--- src/rtl/bist_pkg.sv ---
// Shared types and s1196 defaults for the BIST response analyzer.
package bist_pkg;

    typedef enum logic [1:0] {
        IDLE = 2'd0,
        RUN  = 2'd1,
        DONE = 2'd2
    } state_t;

    localparam int S1196_OUT_WIDTH = 14;
    localparam logic [S1196_OUT_WIDTH-1:0] DEF_POLY = 14'h0443;
    localparam logic [S1196_OUT_WIDTH-1:0] DEF_SEED = 14'h0000;

endpackage

--- src/rtl/bist_response_analyzer_if.sv ---
// Response bus, run control and result signals of the analyzer.
interface bist_response_analyzer_if #(
    parameter int OUT_WIDTH = 14,
    parameter int CNT_W     = 8
);
    logic                 start;
    logic                 abort;
    logic                 resp_valid;
    logic [OUT_WIDTH-1:0] resp_data;
    logic [OUT_WIDTH-1:0] golden;
    logic                 busy;
    logic                 done;
    logic                 pass;
    logic [OUT_WIDTH-1:0] signature;
    logic [CNT_W-1:0]     resp_count;

    modport master (
        output start, abort, resp_valid, resp_data, golden,
        input  busy, done, pass, signature, resp_count
    );

    modport slave (
        input  start, abort, resp_valid, resp_data, golden,
        output busy, done, pass, signature, resp_count
    );
endinterface

--- src/rtl/misr_core.sv ---
// Galois-form MISR; seed load takes priority over a shift.
module misr_core
    import bist_pkg::*;
#(
    parameter int                   OUT_WIDTH = S1196_OUT_WIDTH,
    parameter logic [OUT_WIDTH-1:0] POLY      = DEF_POLY,
    parameter logic [OUT_WIDTH-1:0] SEED      = DEF_SEED
) (
    input  logic                 clk,
    input  logic                 reset,
    input  logic                 load_seed,
    input  logic                 shift_en,
    input  logic [OUT_WIDTH-1:0] din,
    output logic [OUT_WIDTH-1:0] sig,
    output logic [OUT_WIDTH-1:0] sig_next
);
    logic [OUT_WIDTH-1:0] r_sig;
    logic [OUT_WIDTH-1:0] w_fb;

    assign w_fb     = r_sig[OUT_WIDTH-1] ? POLY : '0;
    assign sig_next = {r_sig[OUT_WIDTH-2:0], 1'b0} ^ w_fb ^ din;
    assign sig      = r_sig;

    always_ff @(posedge clk or negedge reset) begin
        if (!reset) begin
            r_sig <= SEED;
        end else if (load_seed) begin
            r_sig <= SEED;
        end else if (shift_en) begin
            r_sig <= sig_next;
        end
    end
endmodule

--- src/rtl/bist_response_analyzer.sv ---
// Compacts CUT responses into a MISR signature and grades it against golden.
module bist_response_analyzer
    import bist_pkg::*;
#(
    parameter int                   OUT_WIDTH  = S1196_OUT_WIDTH,
    parameter int                   TEST_COUNT = 148,
    parameter logic [OUT_WIDTH-1:0] POLY       = DEF_POLY,
    parameter logic [OUT_WIDTH-1:0] SEED       = DEF_SEED,
    parameter int                   CNT_W      = $clog2(TEST_COUNT + 1)
) (
    input logic                    clk,
    input logic                    reset,
    bist_response_analyzer_if.slave bus
);
    state_t               r_state;
    state_t               w_state_next;
    logic [CNT_W-1:0]     r_count;
    logic                 r_pass;
    logic                 w_start;
    logic                 w_shift;
    logic                 w_final;
    logic                 w_load;
    logic [OUT_WIDTH-1:0] w_sig;
    logic [OUT_WIDTH-1:0] w_sig_next;

    assign w_start = bus.start && (r_state != RUN);
    assign w_shift = (r_state == RUN) && bus.resp_valid && !bus.abort;
    assign w_final = w_shift && (r_count == CNT_W'(TEST_COUNT - 1));
    assign w_load  = bus.abort || w_start;

    misr_core #(
        .OUT_WIDTH (OUT_WIDTH),
        .POLY      (POLY),
        .SEED      (SEED)
    ) u_misr (
        .clk       (clk),
        .reset     (reset),
        .load_seed (w_load),
        .shift_en  (w_shift),
        .din       (bus.resp_data),
        .sig       (w_sig),
        .sig_next  (w_sig_next)
    );

    always_ff @(posedge clk or negedge reset) begin
        if (!reset) begin
            r_state <= IDLE;
        end else begin
            r_state <= w_state_next;
        end
    end

    always_comb begin
        w_state_next = r_state;
        if (bus.abort) begin
            w_state_next = IDLE;
        end else begin
            unique case (r_state)
                IDLE, DONE: if (bus.start) w_state_next = RUN;
                RUN:        if (w_final)   w_state_next = DONE;
                default:                   w_state_next = IDLE;
            endcase
        end
    end

    // pass grades the value being loaded on the final edge, not the old one
    always_ff @(posedge clk or negedge reset) begin
        if (!reset) begin
            r_count <= '0;
            r_pass  <= 1'b0;
        end else if (w_load) begin
            r_count <= '0;
            r_pass  <= 1'b0;
        end else if (w_shift) begin
            r_count <= r_count + CNT_W'(1);
            if (w_final) begin
                r_pass <= (w_sig_next == bus.golden);
            end
        end
    end

    assign bus.busy       = (r_state == RUN);
    assign bus.done       = (r_state == DONE);
    assign bus.pass       = r_pass;
    assign bus.signature  = w_sig;
    assign bus.resp_count = r_count;
endmodule

--- src/flat_wrapper.sv ---
// flat-port wrapper written by rule: the top's interface ports become plain ports
module bist_response_analyzer_flat import bist_pkg::*;
#(
    parameter int                   OUT_WIDTH  = S1196_OUT_WIDTH,
    parameter int                   TEST_COUNT = 148,
    parameter logic [OUT_WIDTH-1:0] POLY       = DEF_POLY,
    parameter logic [OUT_WIDTH-1:0] SEED       = DEF_SEED,
    parameter int                   CNT_W      = $clog2(TEST_COUNT + 1)
)
  (clk, reset, bus_start, bus_abort, bus_resp_valid, bus_resp_data, bus_golden, bus_busy, bus_done, bus_pass, bus_signature, bus_resp_count);
  bist_response_analyzer_if #(.OUT_WIDTH(OUT_WIDTH), .CNT_W(CNT_W)) bus_i ();
  input logic clk;
  input logic reset;
  input wire logic [$bits(bus_i.start)-1:0] bus_start;
  input wire logic [$bits(bus_i.abort)-1:0] bus_abort;
  input wire logic [$bits(bus_i.resp_valid)-1:0] bus_resp_valid;
  input wire logic [$bits(bus_i.resp_data)-1:0] bus_resp_data;
  input wire logic [$bits(bus_i.golden)-1:0] bus_golden;
  output wire logic [$bits(bus_i.busy)-1:0] bus_busy;
  output wire logic [$bits(bus_i.done)-1:0] bus_done;
  output wire logic [$bits(bus_i.pass)-1:0] bus_pass;
  output wire logic [$bits(bus_i.signature)-1:0] bus_signature;
  output wire logic [$bits(bus_i.resp_count)-1:0] bus_resp_count;
  assign bus_i.start = bus_start;
  assign bus_i.abort = bus_abort;
  assign bus_i.resp_valid = bus_resp_valid;
  assign bus_i.resp_data = bus_resp_data;
  assign bus_i.golden = bus_golden;
  assign bus_busy = bus_i.busy;
  assign bus_done = bus_i.done;
  assign bus_pass = bus_i.pass;
  assign bus_signature = bus_i.signature;
  assign bus_resp_count = bus_i.resp_count;
  bist_response_analyzer #(.OUT_WIDTH(OUT_WIDTH), .TEST_COUNT(TEST_COUNT), .POLY(POLY), .SEED(SEED), .CNT_W(CNT_W)) u_core (.clk(clk), .reset(reset), .bus(bus_i));
endmodule
--- config.mk ---
export PLATFORM = sky130hd
export DESIGN_NAME = bist_response_analyzer_flat
export DESIGN_NICKNAME = d
export VERILOG_FILES = /design/src/rtl/bist_pkg.sv /design/src/rtl/bist_response_analyzer_if.sv /design/src/rtl/misr_core.sv /design/src/rtl/bist_response_analyzer.sv /design/src/flat_wrapper.sv
export SDC_FILE = /design/constraint.sdc
export NUM_CORES = 1
export LEC_CHECK = 0
export BUFFER_PORTS_ARGS = -buffer_cell sky130_fd_sc_hd__buf_2
export CORE_MARGIN = 5
export CORE_UTILIZATION = 51
export CTS_BUF_LIST = sky130_fd_sc_hd__clkbuf_8
export DETAILED_ROUTE_END_ITERATION = 8
export MAX_ROUTING_LAYER = met4
export PLACE_DENSITY = 0.91
export SLEW_MARGIN = 15
export SYNTH_ARGS = -nofsm -noshare
export SYNTH_HDL_FRONTEND = slang
export SYNTH_SLANG_ARGS = --single-unit
--- constraint.sdc ---
create_clock -name clk -period 2.3 [get_ports clk]
set_input_delay 0.345 -clock clk [delete_from_list [all_inputs] [get_ports clk]]
set_output_delay 0.345 -clock clk [all_outputs]
set_load 0.05 [all_outputs]
Yosys cells after proc, flatten, opt, wreduce, memory -nomap -nowiden
Index checks and enable logic that the tools add are counted.
{"block": "totals", "out_inout_bits": 25, "input_bits": 33, "word_cells": 38, "regBits": 25}
{"block": "classes", "eq_ne": 7, "add_sub_neg": 1, "bitwise_logic": 2, "mux": 12, "reduce_logical": 12}
{"cell": "14-bit 2-to-1 mux", "n": 2}
{"cell": "14-bit XOR", "n": 2}
{"cell": "8-bit 2-to-1 mux", "n": 2}
{"cell": "14-bit == test", "n": 1}
{"cell": "11-bit 2-to-1 mux", "n": 1}
{"cell": "8-bit by 1-bit adder with 8-bit output (second input constant)", "n": 1}
{"cell": "8-bit == test (second input constant)", "n": 1}
{"cell": "2-bit 2-to-1 mux", "n": 3}
{"cell": "1-bit logical AND", "n": 4}
{"cell": "2-bit one-hot mux with 2 select lines", "n": 1}
{"cell": "2-bit AND reduction", "n": 2}
{"cell": "2-bit nonzero test", "n": 2}
{"cell": "1-bit 2-to-1 mux", "n": 3}
{"cell": "3-bit by 2-bit inequality test with 1-bit output (second input constant)", "n": 1}
{"cell": "3-bit inequality test (second input constant)", "n": 1}
{"cell": "2-bit by 1-bit == test with 1-bit output (second input constant)", "n": 1}
{"cell": "2-bit == test (second input constant)", "n": 1}
{"cell": "2-bit logical NOT", "n": 1}
{"cell": "2-bit by 1-bit inequality test with 1-bit output (second input constant)", "n": 1}
{"cell": "2-bit OR reduction", "n": 1}
{"cell": "1-bit logical NOT", "n": 1}
{"cell": "1-bit logical OR", "n": 1}

Depth between registers and ports, before layout
{"block": "depth", "ltp_word": 7, "mapped_depth": 5, "depth_no_buf": 4}

Modules after synthesis
From an unflattened synthesis, not the netlist that was laid out.
{"block": "hier_totals", "cells_unflattened": 133, "hier_area_um2": 1440.1}
{"module": "misr_core", "area_per_inst_um2": 737.0, "seq_area_each_um2": 350.3, "n_inst": 1, "cells_per_inst": 59}
{"module": "bist_response_analyzer", "area_per_inst_um2": 703.2, "seq_area_each_um2": 275.3, "n_inst": 1, "cells_per_inst": 74}

Worst setup path after synthesis
Ideal clock, no wire load.
{"block": "synth_timing", "kind": "reg2reg", "start": "register u_core.u_misr.r_sig[13], in the netlist u_core.u_misr.sig[13]", "end": "register u_core.r_pass, in the netlist u_core.bus.pass", "setup_slack_ns": 0.177, "synth_period_minus_slack_ns": 2.123, "required_time_ns": 2.208, "setup_time_ns": 0.092, "path_stages_with_launch": 6, "arrival_ns": 2.031, "path_buffers": 1, "path_cell_list": "dfrtp_1 -> buf_6 -> xnor3_2 -> xnor2_1 -> or4_1 -> o31ai_2"}
{"block": "synth_between", "elab_chain_len": 7}
{"item": "from (decl)", "line": "misr_core.sv:17", "source": "logic [OUT_WIDTH-1:0] r_sig;"}
{"item": "from (signal assigned)", "line": "misr_core.sv:30", "source": "r_sig <= sig_next;"}
{"item": "11-bit 2-to-1 mux", "line": "misr_core.sv:20", "source": "assign w_fb = r_sig[OUT_WIDTH-1] ? POLY : '0;"}
{"item": "14-bit XOR (2 in a row)", "line": "misr_core.sv:21", "source": "assign sig_next = {r_sig[OUT_WIDTH-2:0], 1'b0} ^ w_fb ^ din;"}
{"item": "14-bit == test", "line": "bist_response_analyzer.sv:77", "source": "r_pass <= (w_sig_next == bus.golden);"}
{"item": "1-bit 2-to-1 mux", "line": "bist_response_analyzer.sv:76", "source": "if (w_final) begin"}
{"item": "1-bit 2-to-1 mux", "line": "bist_response_analyzer.sv:74", "source": "end else if (w_shift) begin"}
{"item": "1-bit 2-to-1 mux", "line": "bist_response_analyzer.sv:71", "source": "end else if (w_load) begin"}
{"item": "to (signal assigned)", "line": "bist_response_analyzer.sv:77"}
{"item": "to (decl)", "line": "bist_response_analyzer.sv:18", "source": "logic r_pass;"}
Every way passes these cells. The select of a mux whose other input is x is not followed.
A chain may end at the register's enable or synchronous reset.

Final worst setup path
Same ends and word-level chain as after synthesis.

==> results_dict.tcl <==
set metrics [dict create \
    area_growth_syn_to_layout_pct 23.2 \
    async_flop_share 1.00 \
    post_cts_resized 0 \
    ys_seq_elements 25 \
    first_global_vias 1240 \
    num-nets-final 229 \
    wirelength_um 3560 \
    fin_crit_sh 0.815 \
    synth_top_area_frac 0.406 \
    cp_data_required_time_ps 2500 \
    period_needed_ps 1870 \
    cts_tree "yes" \
    synth_fp_nets 171 \
    drive_gt1_frac 0.351 \
    synth_cells 137 \
    root_buffer "clkbuf_8" \
    grt_max_degree 32 \
    peakVddDrop_v 0.000317 \
    core_mm2 0.00298 \
    post_drt_wl_per_cell_um 15.7 \
    die_w_um 65.0 \
    cts_buffers 3 \
    hold_viol_final 0 \
    cp_cell_sequence "xnor3_2, xnor2_1, or4_1, o31ai_2" \
    ioPinCount 58 \
    finalPower_uw 955 \
    drc 0 \
    die_y_um 65.0 \
    maxCapViolCount 0 \
    end_kind "register" \
    cts_sinks 25 \
    critPathBufInv 0 \
    drtIter0Drc 58 \
    vias_per_cell 5.45 \
    maxSlewHeadroom 0.645 \
    slowest_delay_ps 530 \
    h-tree-depth 1 \
    status "finished, final reports clean" \
    gp_congestion 0.821 \
    grt_overflow_total 0 \
    dp.cells 223 \
    numPortBuffers 57 \
    dp_hpwl_um 2740 \
    clkTransAtPathRegs_ps 90 \
    clockBufferDepth 2 \
    fmax_mhz 533 \
    antenna_found_initial 0 \
    reg2reg_depth 4 \
    grt_pass1_wl_um 5780 \
    worstMarginPinSlew_ps 533 \
    slowest_stage "or4_1" \
    synth_edf_count 0 \
    yosysTopAreaCell "dfrtp_1" \
    instances_no_fill 227 \
    fin_util 0.637 \
    syn_area_mm2 0.00154 \
    die_area_mm2 0.00422 \
    whs_ps 34.6 \
    rows 20 \
    holdBufCountCts 0 \
    criticalPathCategory "register to register" \
    synth_area_leaders "dfrtp_1, xnor3_1, xnor2_1, nand3_1, o21ai_0" \
    syn_avg_cell_area_um2 11.2 \
    worstPathArrival_ps 2070 \
    ant_nets 0 \
    post_cts_buffers 0 \
    hold_path.class "input port to asynchronous set/reset pin" \
    diodes 0 \
    slew_viol_final 0 \
    synthDistinctLibCells 28 \
    cp_top_family "XOR/XNOR gates" \
    power_density_mw_per_mm2 503 \
    drtPass1Iterations 4 \
    crit_path_start_kind "register" \
    p_leak_nw 0.940 \
    ys.flop_type "dfrtp_1" \
    yosysWarnings 0 \
    start_util 0.517 \
    synth.yosys.seq_area_share 0.406 \
    setup_viol_count_final 0 \
    grt_setup_unrepaired "false" \
    cp.depth 4 \
    fin_worst_skew_ps 3.60 \
    path_max_fanout 7 \
    clk_latency_ps 280 \
    dr_total_vias 1237 \
    grt_usage 0.187 \
    finalSetupTns_ps 0 \
]
through the flow:
stage	setup WS [ps]	area, µm²
3_3_place_gp	469	1850
4_1_cts	411	1900
3_5_place_dp	448	1850
2_1_floorplan	177	1540
5_1_grt	309	1900
6_report	426	1900
state kept, by name, indices dropped and copies added (netlist names):
signal                 count
u_core.bus.pass            1
u_core.bus.resp_count      8
u_core.r_state             2
u_core.u_misr.sig         14
where the power goes:
group / internal, mW / switching, mW
clock network: 0.120 / 0.147
logic: 0.105 / 0.116
registers: 0.451 / 0.0163
total: 0.676 / 0.279
metal layers:
layer  global-route usage  vias to the layer above  wire [µm]
met5                    -                        -          0
met1                0.227                      586       1530
met3               0.0295                        6        154
li1                     -                      599          -
met2                0.309                       46       1810
met4               0.0818                        0         61
cells in the final DEF (no fill, tap or decap):
master / instances
a21o_1: 1
a21oi_1: 3
and3_1: 1
and4bb_2: 1
buf_2: 57
buf_4: 2
clkbuf_8: 3
dfrtp_1: 25
ha_1: 1
inv_1: 2
nand2_1: 5
nand2b_1: 1
nand3_1: 17
nand4_1: 6
nand4bb_1: 1
nor2_1: 7
nor2b_1: 3
nor3_1: 3
nor4bb_1: 1
o21ai_0: 16
o21ai_1: 1
o31ai_2: 1
or3_1: 1
or4_1: 2
xnor2_1: 16
xnor2_2: 1
xnor3_1: 10
xnor3_2: 3
xor2_1: 3
kinds of logic after synthesis:
kind of cell	share of synthesized area
XOR/XNOR	0.311
AND/OR/NAND/NOR	0.175
flip-flops	0.406
buffers and inverters	0.0219
adder cells (fa/ha/maj)	0.00812
AO/OA/AOI/OAI	0.0780
cell usage after synthesis (5+ instances only):
library cell / n
dfrtp_1: 25
nand3_1: 17
o21ai_0: 16
xnor2_1: 16
xnor3_1: 10
nor2_1: 7
nand4_1: 6
clkbuf_1: 5
nand2_1: 5
final timing paths:
check | from | end | slack, ps
max in group asynchronous | reset | u_core.bus.resp_count[3] | 1910
worst min-delay path | reset | u_core.bus.resp_count[7] | 30
worst max-delay path | u_core.u_misr.sig[13] | u_core.bus.pass | 430
worst max register to register | u_core.u_misr.sig[13] | u_core.bus.pass | 430
min in group clk | bus_abort | u_core.r_state[0] | 290
worst min register to register | u_core.bus.pass | u_core.bus.pass | 540
final cells by class:
class | count | area (µm²)
Fill cell | 249 | 1080
Multi-Input combinational cell | 105 | 881
Sequential cell | 25 | 626
Timing Repair Buffer | 59 | 300
Clock buffer | 3 | 41.3
Tap cell | 33 | 41.3
Clock inverter | 1 | 3.75
Inverter | 1 | 3.75
Note: power is estimated with default switching activity, not from simulation.
